`src/rtl/adc_align_pkg.sv`:
```
// Shared definitions for the ADC alignment sequencer: state encoding,
// parameter defaults and width helpers.
package adc_align_pkg;

    localparam int unsigned N_CH_DEFAULT     = 8;
    localparam int unsigned SETTLE_DEFAULT   = 6;
    localparam int unsigned CONFIRM_DEFAULT  = 4;
    localparam int unsigned MAX_SLIP_DEFAULT = 8;

    typedef enum logic [2:0] {
        S_IDLE,
        S_CHECK,
        S_SLIP,
        S_WAIT,
        S_NEXT,
        S_DONE
    } align_state_e;

    // Bits needed to hold values 0..maxval inclusive.
    function automatic int unsigned cnt_width(input int unsigned maxval);
        return (maxval < 1) ? 1 : $clog2(maxval + 1);
    endfunction

    function automatic int unsigned ch_width(input int unsigned n);
        return (n > 1) ? $clog2(n) : 1;
    endfunction

endpackage

```
`src/rtl/align_timer.sv`:
```
// Loadable down-counter; last_o flags the final cycle of a loaded interval.
module align_timer #(
    parameter int unsigned W = 3
)(
    input  logic         clk,
    input  logic         rstb,
    input  logic         load_i,
    input  logic [W-1:0] load_val_i,
    input  logic         dec_i,
    output logic         last_o
);

    logic [W-1:0] count_q;
    logic [W-1:0] count_d;

    // Decrement saturates at zero so the counter can never wrap.
    always_comb begin
        count_d = count_q;
        if (load_i) begin
            count_d = load_val_i;
        end else if (dec_i && (count_q != '0)) begin
            count_d = count_q - W'(1);
        end
    end

    always_ff @(posedge clk or negedge rstb) begin
        if (!rstb) begin
            count_q <= '0;
        end else begin
            count_q <= count_d;
        end
    end

    assign last_o = (count_q <= W'(1));

endmodule

```
`src/rtl/adc_align_seq.sv`:
```
// Sequences bitslip-based frame alignment across N_CH ADC channels, one
// channel at a time, reporting sticky per-channel aligned/fail results.
module adc_align_seq
    import adc_align_pkg::*;
#(
    parameter int unsigned N_CH     = N_CH_DEFAULT,
    parameter int unsigned SETTLE   = SETTLE_DEFAULT,
    parameter int unsigned CONFIRM  = CONFIRM_DEFAULT,
    parameter int unsigned MAX_SLIP = MAX_SLIP_DEFAULT
)(
    input  logic                      clk,
    input  logic                      rstb,
    input  logic                      start,
    input  logic                      abort,
    input  logic [N_CH-1:0]           frame_ok,
    output logic [N_CH-1:0]           bitslip,
    output logic                      busy,
    output logic                      done,
    output logic [N_CH-1:0]           aligned,
    output logic [N_CH-1:0]           fail,
    output logic [ch_width(N_CH)-1:0] cur_ch
);

    localparam int unsigned CW   = ch_width(N_CH);
    localparam int unsigned SW   = cnt_width(MAX_SLIP);
    localparam int unsigned TMAX = (SETTLE > CONFIRM) ? SETTLE : CONFIRM;
    localparam int unsigned TW   = cnt_width(TMAX);

    align_state_e    state_q, state_d;
    logic [SW-1:0]   slip_q, slip_d;
    logic [CW-1:0]   cur_ch_q, cur_ch_d;
    logic [N_CH-1:0] aligned_q, aligned_d;
    logic [N_CH-1:0] fail_q, fail_d;

    logic            tmr_load;
    logic [TW-1:0]   tmr_val;
    logic            tmr_dec;
    logic            tmr_last;

    // The timer holds the remaining confirm cycles in CHECK and the
    // remaining settle cycles in WAIT; reloading CONFIRM clears the confirm run.
    align_timer #(
        .W (TW)
    ) u_timer (
        .clk        (clk),
        .rstb       (rstb),
        .load_i     (tmr_load),
        .load_val_i (tmr_val),
        .dec_i      (tmr_dec),
        .last_o     (tmr_last)
    );

    always_comb begin
        state_d   = state_q;
        slip_d    = slip_q;
        cur_ch_d  = cur_ch_q;
        aligned_d = aligned_q;
        fail_d    = fail_q;
        tmr_load  = 1'b0;
        tmr_val   = TW'(CONFIRM);
        tmr_dec   = 1'b0;
        bitslip   = '0;
        done      = 1'b0;
        busy      = (state_q != S_IDLE);

        if (abort) begin
            state_d = S_IDLE;
        end else begin
            case (state_q)
                S_IDLE: begin
                    if (start) begin
                        aligned_d = '0;
                        fail_d    = '0;
                        cur_ch_d  = '0;
                        slip_d    = '0;
                        tmr_load  = 1'b1;
                        state_d   = S_CHECK;
                    end
                end
                S_CHECK: begin
                    if (frame_ok[cur_ch_q]) begin
                        if (tmr_last) begin
                            aligned_d[cur_ch_q] = 1'b1;
                            state_d             = S_NEXT;
                        end else begin
                            tmr_dec = 1'b1;
                        end
                    end else begin
                        tmr_load = 1'b1;
                        if (slip_q < SW'(MAX_SLIP)) begin
                            state_d = S_SLIP;
                        end else begin
                            fail_d[cur_ch_q] = 1'b1;
                            state_d          = S_NEXT;
                        end
                    end
                end
                S_SLIP: begin
                    bitslip[cur_ch_q] = 1'b1;
                    slip_d            = slip_q + SW'(1);
                    tmr_load          = 1'b1;
                    tmr_val           = TW'(SETTLE);
                    state_d           = S_WAIT;
                end
                S_WAIT: begin
                    if (tmr_last) begin
                        tmr_load = 1'b1;
                        state_d  = S_CHECK;
                    end else begin
                        tmr_dec = 1'b1;
                    end
                end
                S_NEXT: begin
                    slip_d   = '0;
                    tmr_load = 1'b1;
                    if (cur_ch_q == CW'(N_CH - 1)) begin
                        state_d = S_DONE;
                    end else begin
                        cur_ch_d = cur_ch_q + CW'(1);
                        state_d  = S_CHECK;
                    end
                end
                S_DONE: begin
                    done    = 1'b1;
                    state_d = S_IDLE;
                end
                default: begin
                    state_d = S_IDLE;
                end
            endcase
        end
    end

    always_ff @(posedge clk or negedge rstb) begin
        if (!rstb) begin
            state_q   <= S_IDLE;
            slip_q    <= '0;
            cur_ch_q  <= '0;
            aligned_q <= '0;
            fail_q    <= '0;
        end else begin
            state_q   <= state_d;
            slip_q    <= slip_d;
            cur_ch_q  <= cur_ch_d;
            aligned_q <= aligned_d;
            fail_q    <= fail_d;
        end
    end

    assign aligned = aligned_q;
    assign fail    = fail_q;
    assign cur_ch  = cur_ch_q;

endmodule

```
`config.mk`:
```
export PLATFORM = sky130hd
export DESIGN_NAME = adc_align_seq
export DESIGN_NICKNAME = d
export VERILOG_FILES = /design/src/rtl/adc_align_pkg.sv /design/src/rtl/align_timer.sv /design/src/rtl/adc_align_seq.sv
export SDC_FILE = /design/constraint.sdc
export NUM_CORES = 1
export LEC_CHECK = 0
export BUFFER_PORTS_ARGS = -buffer_cell sky130_fd_sc_hd__buf_4
export CORE_MARGIN = 2
export CORE_UTILIZATION = 52
export CTS_CLUSTER_SIZE = 40
export DETAILED_ROUTE_END_ITERATION = 8
export PLACE_DENSITY = 0.78
export SLEW_MARGIN = 20
export SYNTH_ARGS = -nofsm -noshare
export SYNTH_HDL_FRONTEND = slang
export SYNTH_SLANG_ARGS = --single-unit
```
`constraint.sdc`:
```
create_clock -name clk -period 2.8 [get_ports clk]
set_input_delay 0 -clock clk [delete_from_list [all_inputs] [get_ports clk]]
set_output_delay 0 -clock clk [all_outputs]
set_load 0.02 [all_outputs]
```
Word-level counts from Yosys, hierarchy flattened
Cells that the tools add are included.
{"block": "totals", "reg_bits": 29, "out_inout_bits": 29, "elab_cells": 87, "input_bits": 12}
{"block": "op_classes", "n_reduce_logical": 15, "n_eq_ne": 15, "addsub": 3, "mux": 41, "bitwise_logic": 3, "order_cmp": 4}
{"cell": "2-to-1 mux 8 bit", "n": 7}
{"cell": "2-to-1 mux 3 bit", "n": 11}
{"cell": "case mux 8 bit (2 select lines)", "n": 2}
{"cell": "bitwise OR 8 bit", "n": 2}
{"cell": "case mux 3 bit (5 select lines)", "n": 1}
{"cell": "!= test 2 bit, second input constant", "n": 6}
{"cell": "case mux 4 bit (3 select lines)", "n": 1}
{"cell": "2-to-1 mux 1 bit", "n": 11}
{"cell": "AND reduction 5 bit", "n": 2}
{"cell": "== test 3 bit, second input constant", "n": 3}
{"cell": "nonzero test 3 bit", "n": 3}
{"cell": "== test 3 x 2 -> 1 bit, second input constant", "n": 2}
{"cell": "!= test 3 bit, second input constant", "n": 2}
{"cell": "case mux 3 bit (2 select lines)", "n": 1}
{"cell": "AND reduction 3 bit", "n": 2}
{"cell": "nonzero test 2 bit", "n": 3}
{"cell": "adder 4 x 1 -> 4 bit, second input constant", "n": 1}
{"cell": "< comparator 3 x 4 -> 1 bit, second input constant", "n": 1}
{"cell": "< comparator 4 bit, second input constant", "n": 1}
{"cell": "2-to-1 mux 2 bit", "n": 2}
{"cell": "2-to-1 mux 4 bit", "n": 1}
{"cell": "!= test 4 bit, second input constant", "n": 1}
{"cell": "case mux 1 bit (4 select lines)", "n": 1}
{"cell": "AND reduction 4 bit", "n": 1}
{"cell": "12 further kinds", "n": 13}

Logic depth before layout (Yosys ltp)
{"block": "depth", "depth_word": 8, "mapped_depth": 7, "mapped_depth_nobuf": 7}

Hierarchy
From an unflattened synthesis, not the netlist that was laid out.
{"block": "hier_totals", "cells_unflattened": 171, "hier_area_um2": 1634.1}
{"mod": "adc_align_seq", "seq_area_each_um2": 650.6, "area_each_um2": 1412.6, "instances": 1, "cells_each": 146}
{"mod": "align_timer", "seq_area_each_um2": 75.1, "area_each_um2": 221.5, "instances": 1, "cells_each": 25}

Worst setup path after synthesis
OpenSTA, ideal clock, no wires.
{"block": "synth_timing", "kind": "reg-to-reg", "from": "reg cur_ch_q[0] (netlist: cur_ch[0])", "to": "reg u_timer.count_q[1]", "stages_incl_launch_ff": 7, "setup_slack_ns": 0.684, "required_time_ns": 2.724, "period_less_slack_ns": 2.116, "arrival_ns": 2.040, "setup_time_ns": 0.076, "cell_sequence": "dfrtp_1 buf_6 mux4_2 mux2_4 o211ai_2 mux2_1 o21ai_1"}
{"block": "synth_via", "elab_chain_len": 7, "elab_cells_between_ends": 11, "cone_classes": "mux (9); reduce/logical (2)"}
{"item": "start: declaration", "line": "adc_align_seq.sv:31", "source": "logic [CW-1:0] cur_ch_q, cur_ch_d;"}
{"item": "start signal: assignment", "line": "adc_align_seq.sv:144", "source": "cur_ch_q <= cur_ch_d;"}
{"item": "binary-select mux 1 bit (select 3 bit) (*)", "line": "adc_align_seq.sv:81", "source": "if (frame_ok[cur_ch_q]) begin"}
{"item": "2-to-1 mux 1 bit (implied by the code) (*)", "line": "adc_align_seq.sv:81"}
{"item": "2-to-1 mux 1 bit", "line": "adc_align_seq.sv:81"}
{"item": "case mux 1 bit (2 select lines)", "line": "adc_align_seq.sv:69", "source": "case (state_q)"}
{"item": "2-to-1 mux 1 bit", "line": "adc_align_seq.sv:66", "source": "if (abort) begin"}
{"item": "logical AND 1 bit", "line": "align_timer.sv:21", "source": "end else if (dec_i && (count_q != '0)) begin"}
{"item": "nonzero test 2 bit (no line)"}
{"item": "end signal: assignment", "line": "align_timer.sv:30", "source": "count_q <= count_d;"}
{"item": "end: declaration", "line": "align_timer.sv:13", "source": "logic [W-1:0] count_q;"}
Every way passes the cells marked *; elsewhere a longest branch is shown, timed or not. The select of a mux whose other input is x is not followed.
A chain may end at the register's enable or synchronous reset.

Worst setup path after layout
{"block": "layout_timing", "from": "reg state_q[2]", "to": "out bitslip[7]"}
{"block": "layout_via", "elab_chain_len": 3}
{"item": "start: declaration", "line": "adc_align_seq.sv:29", "source": "align_state_e state_q, state_d;"}
{"item": "start signal: assignment", "line": "adc_align_seq.sv:142", "source": "state_q <= state_d;"}
{"item": "== test 3 x 2 -> 1 bit", "line": "adc_align_seq.sv:69"}
{"item": "2-to-1 mux 8 bit", "line": "adc_align_seq.sv:69"}
{"item": "2-to-1 mux 8 bit", "line": "adc_align_seq.sv:66"}
{"item": "end: declaration", "line": "adc_align_seq.sv:16", "source": "output logic [N_CH-1:0] bitslip,"}
Every way passes these cells.

==> results.yml <==
sta:
  clock_skew_ns: 0.01342
  fin_crit_ns: 2.167
  tightestPinTransition_ns: 0.7213
  hold_violations: 0
  finalCritPeriodShare: 0.7738
  rsz0062_at_grt: "false"
  holdWs_ns: 0.05295
  slew_headroom: 0.5169
  fin_setup_tns_ns: 0
  slew_viol_final: 0
  fmax_mhz: 461.5
  final-setup-viol-count: 0
clocking:
  clk_latency_ns: 0.33
  ctsResizeCount: 0
  cts_root_buf: "clkbuf_4"
  post_cts_buffers: 0
  ctsHoldBuffers: 2
  htreeDepth: 2
  path_clk_slew_ns: 0.08
  numCtsBuffers: 5
  clock_path_buffers: 2
  cts_tree: "yes"
  cts_sinks: 29
critical_path:
  cp.required_ns: 2.80
  critical_path_class: "flop to output pin"
  worst-path-buf-inv: 1
  cpLargestDelayFamily: "simple AND/OR/NAND/NOR gates"
  r2r_start: "cur_ch[2]"
  crit_path_max_fanout: 11
  worstPathArrival_ns: 2.17
  crit_chain: "nor2_1, nand3b_1, nor3_1, buf_4"
  crit_slowest_cell: "dfrtp_1"
  max_stage_delay_ns: 0.51
  end_kind: "output pin"
  cp-start-kind: "flop"
  startpoint: "state_q[2]"
floorplan:
  rows: 20
  dieArea_sq_um: 3610
  die_x_um: 60.08
  io_pins: 41
  initial_core_util: 0.5401
  fp.coreArea_sq_um: 3028
  die-height_um: 60.08
routing:
  postRouteAntennaNets: 0
  drtIter0Drc: 65
  vias: 1396
  viasPerCell: 5.518
  wirelength_um: 3908
  wl_per_cell_um: 15.45
  dr.pass1.iters: 4
  drc: 0
synth:
  synth_warnings: 0
  synth_cell_type_count: 45
  synth-edff-count: 0
  synthFlopType: "dfrtp_1"
  synthArstFlopShare: 1.000
  syn_nets: 187
  synth_cells: 169
  synth-seq-cells: 29
  synth-seq-area-share: 0.4438
  synth_area_sq_um: 1635
  avgSynthCellArea_sq_um: 9.676
final_layout:
  nets: 227
  drive_gt1_frac: 0.2775
  final_common_cell: "buf_4"
  design_area_sq_um: 2022
  nFillCells: 249
  antenna_cells: 0
  mostFrequentLayoutCells: "41 x buf_4, 29 x dfrtp_1, 28 x nor2_1"
  syn_to_final_growth_pct: 23.64
global_routing:
  grt_max_degree: 30
  grtUsageTotal: 0.2341
  grt_pass1_wl_um: 6196
  antenna_found_initial: 0
  grt_pass1_vias: 1303
  grt_overflow: 0
power_and_ir_drop:
  powerDensity_nw_per_um2: 492.3
  ir_worst_vdd_uv: 277.7
  leakagePower_nw: 0.9559
run_status:
  outcome: "completed"
placed_design:
  gp_congestion: 0.8716
  portBuffers: 40
  hpwlAfterDp_um: 2769
  place_area_sq_um: 1947
min_path:
  hold_start: "start"
  hp-class: "input pin to flop"
job:
  cap_violations: 0
Yosys cell counts, types with 2 or more instances:
master / n / area, sq um
nand2b_1: 2 / 12.51
mux2i_1: 2 / 20.02
a21oi_1: 15 / 75.07
mux2_4: 2 / 30.03
nor2_2: 2 / 12.51
xor2_1: 3 / 26.28
nor3_1: 9 / 45.04
clkbuf_1: 4 / 15.01
nand2_1: 9 / 33.78
ha_1: 6 / 75.07
nor3b_1: 3 / 22.52
buf_2: 5 / 25.02
a21boi_0: 2 / 15.01
inv_1: 6 / 22.52
o21bai_1: 2 / 15.01
mux4_2: 2 / 45.04
nor2_1: 28 / 105.1
dfrtp_1: 29 / 725.7
o22ai_1: 2 / 12.51
a31oi_1: 4 / 25.02
and2_1: 2 / 12.51
nor2b_1: 7 / 43.79
flip-flops by register name, indices dropped and copies added, names as in the netlist:
name             count
aligned              8
fail                 8
slip_q               4
cur_ch               3
state_q              3
u_timer.count_q      3
logic make-up after synthesis:
group           synth area share
compound gates            0.1721
xor+xnor                 0.02143
fa+ha+maj                0.04591
buf+inv                  0.04513
flops                     0.4438
mux                      0.06503
simple gates              0.2066
area by class of cell:
cell class / instances / area, sq um / share of cell area
clock buffers: 7 / 55.05 / 0.02723
inverters: 6 / 22.52 / 0.01114
multi-input cells: 124 / 835.8 / 0.4134
flip-flops and latches: 29 / 725.7 / 0.3589
well taps: 44 / 55.05 / 0.02723
repair buffers: 43 / 327.8 / 0.1621
worst paths after layout:
| path | endpoint | cells after the start | slack [ns] |
|---|---|---|---|
| min reg2reg | aligned[5] | 2 | 0.51 |
| max in group asynchronous | aligned[2] | 2 | 2.40 |
| max reg2reg | aligned[7] | 5 | 0.66 |
| min | state_q[0] | 4 | 0.05 |
| max | bitslip[7] | 4 | 0.63 |
| min in group asynchronous | slip_q[2] | 2 | 0.12 |
per-layer routing:
layer  track usage  vias to the layer above  share of wire
met1        0.3179                      677           0.48
met2        0.3634                       41           0.47
met3       0.06061                        5          0.037
met4       0.07619                        0          0.014
li1              -                      673              -
met5             0                        -              0
worst reg2reg max path: cells and delay by family, from the launching register on:
family,cells,cell delay (ns)
multiplexers,2,0.69
AND/OR/NAND/NOR,1,0.06
AO/OA/AOI/OAI,2,0.64
flip-flops,1,0.63
power breakdown:
| group | switching (mW) | internal (mW) |
|---|---|---|
| sequential | 0.0397 | 0.451 |
| clock | 0.144 | 0.118 |
| combinational | 0.139 | 0.103 |
| total | 0.323 | 0.673 |
per-stage QoR:
step | worst slack [ns] | utilization | power, mW | std cells
global placement | 0.7910 | 0.6430 | 0.7146 | 244
finish | 0.6333 | 0.6678 | 0.9955 | 253
global route | 0.4935 | 0.6678 | 1.049 | 253
floorplan | 0.6841 | - | 0.6528 | 169
detailed placement | 0.6646 | 0.6430 | 0.7387 | 244
CTS | 0.6614 | 0.6678 | 1.004 | 253
(Power assumes the default switching activity.)
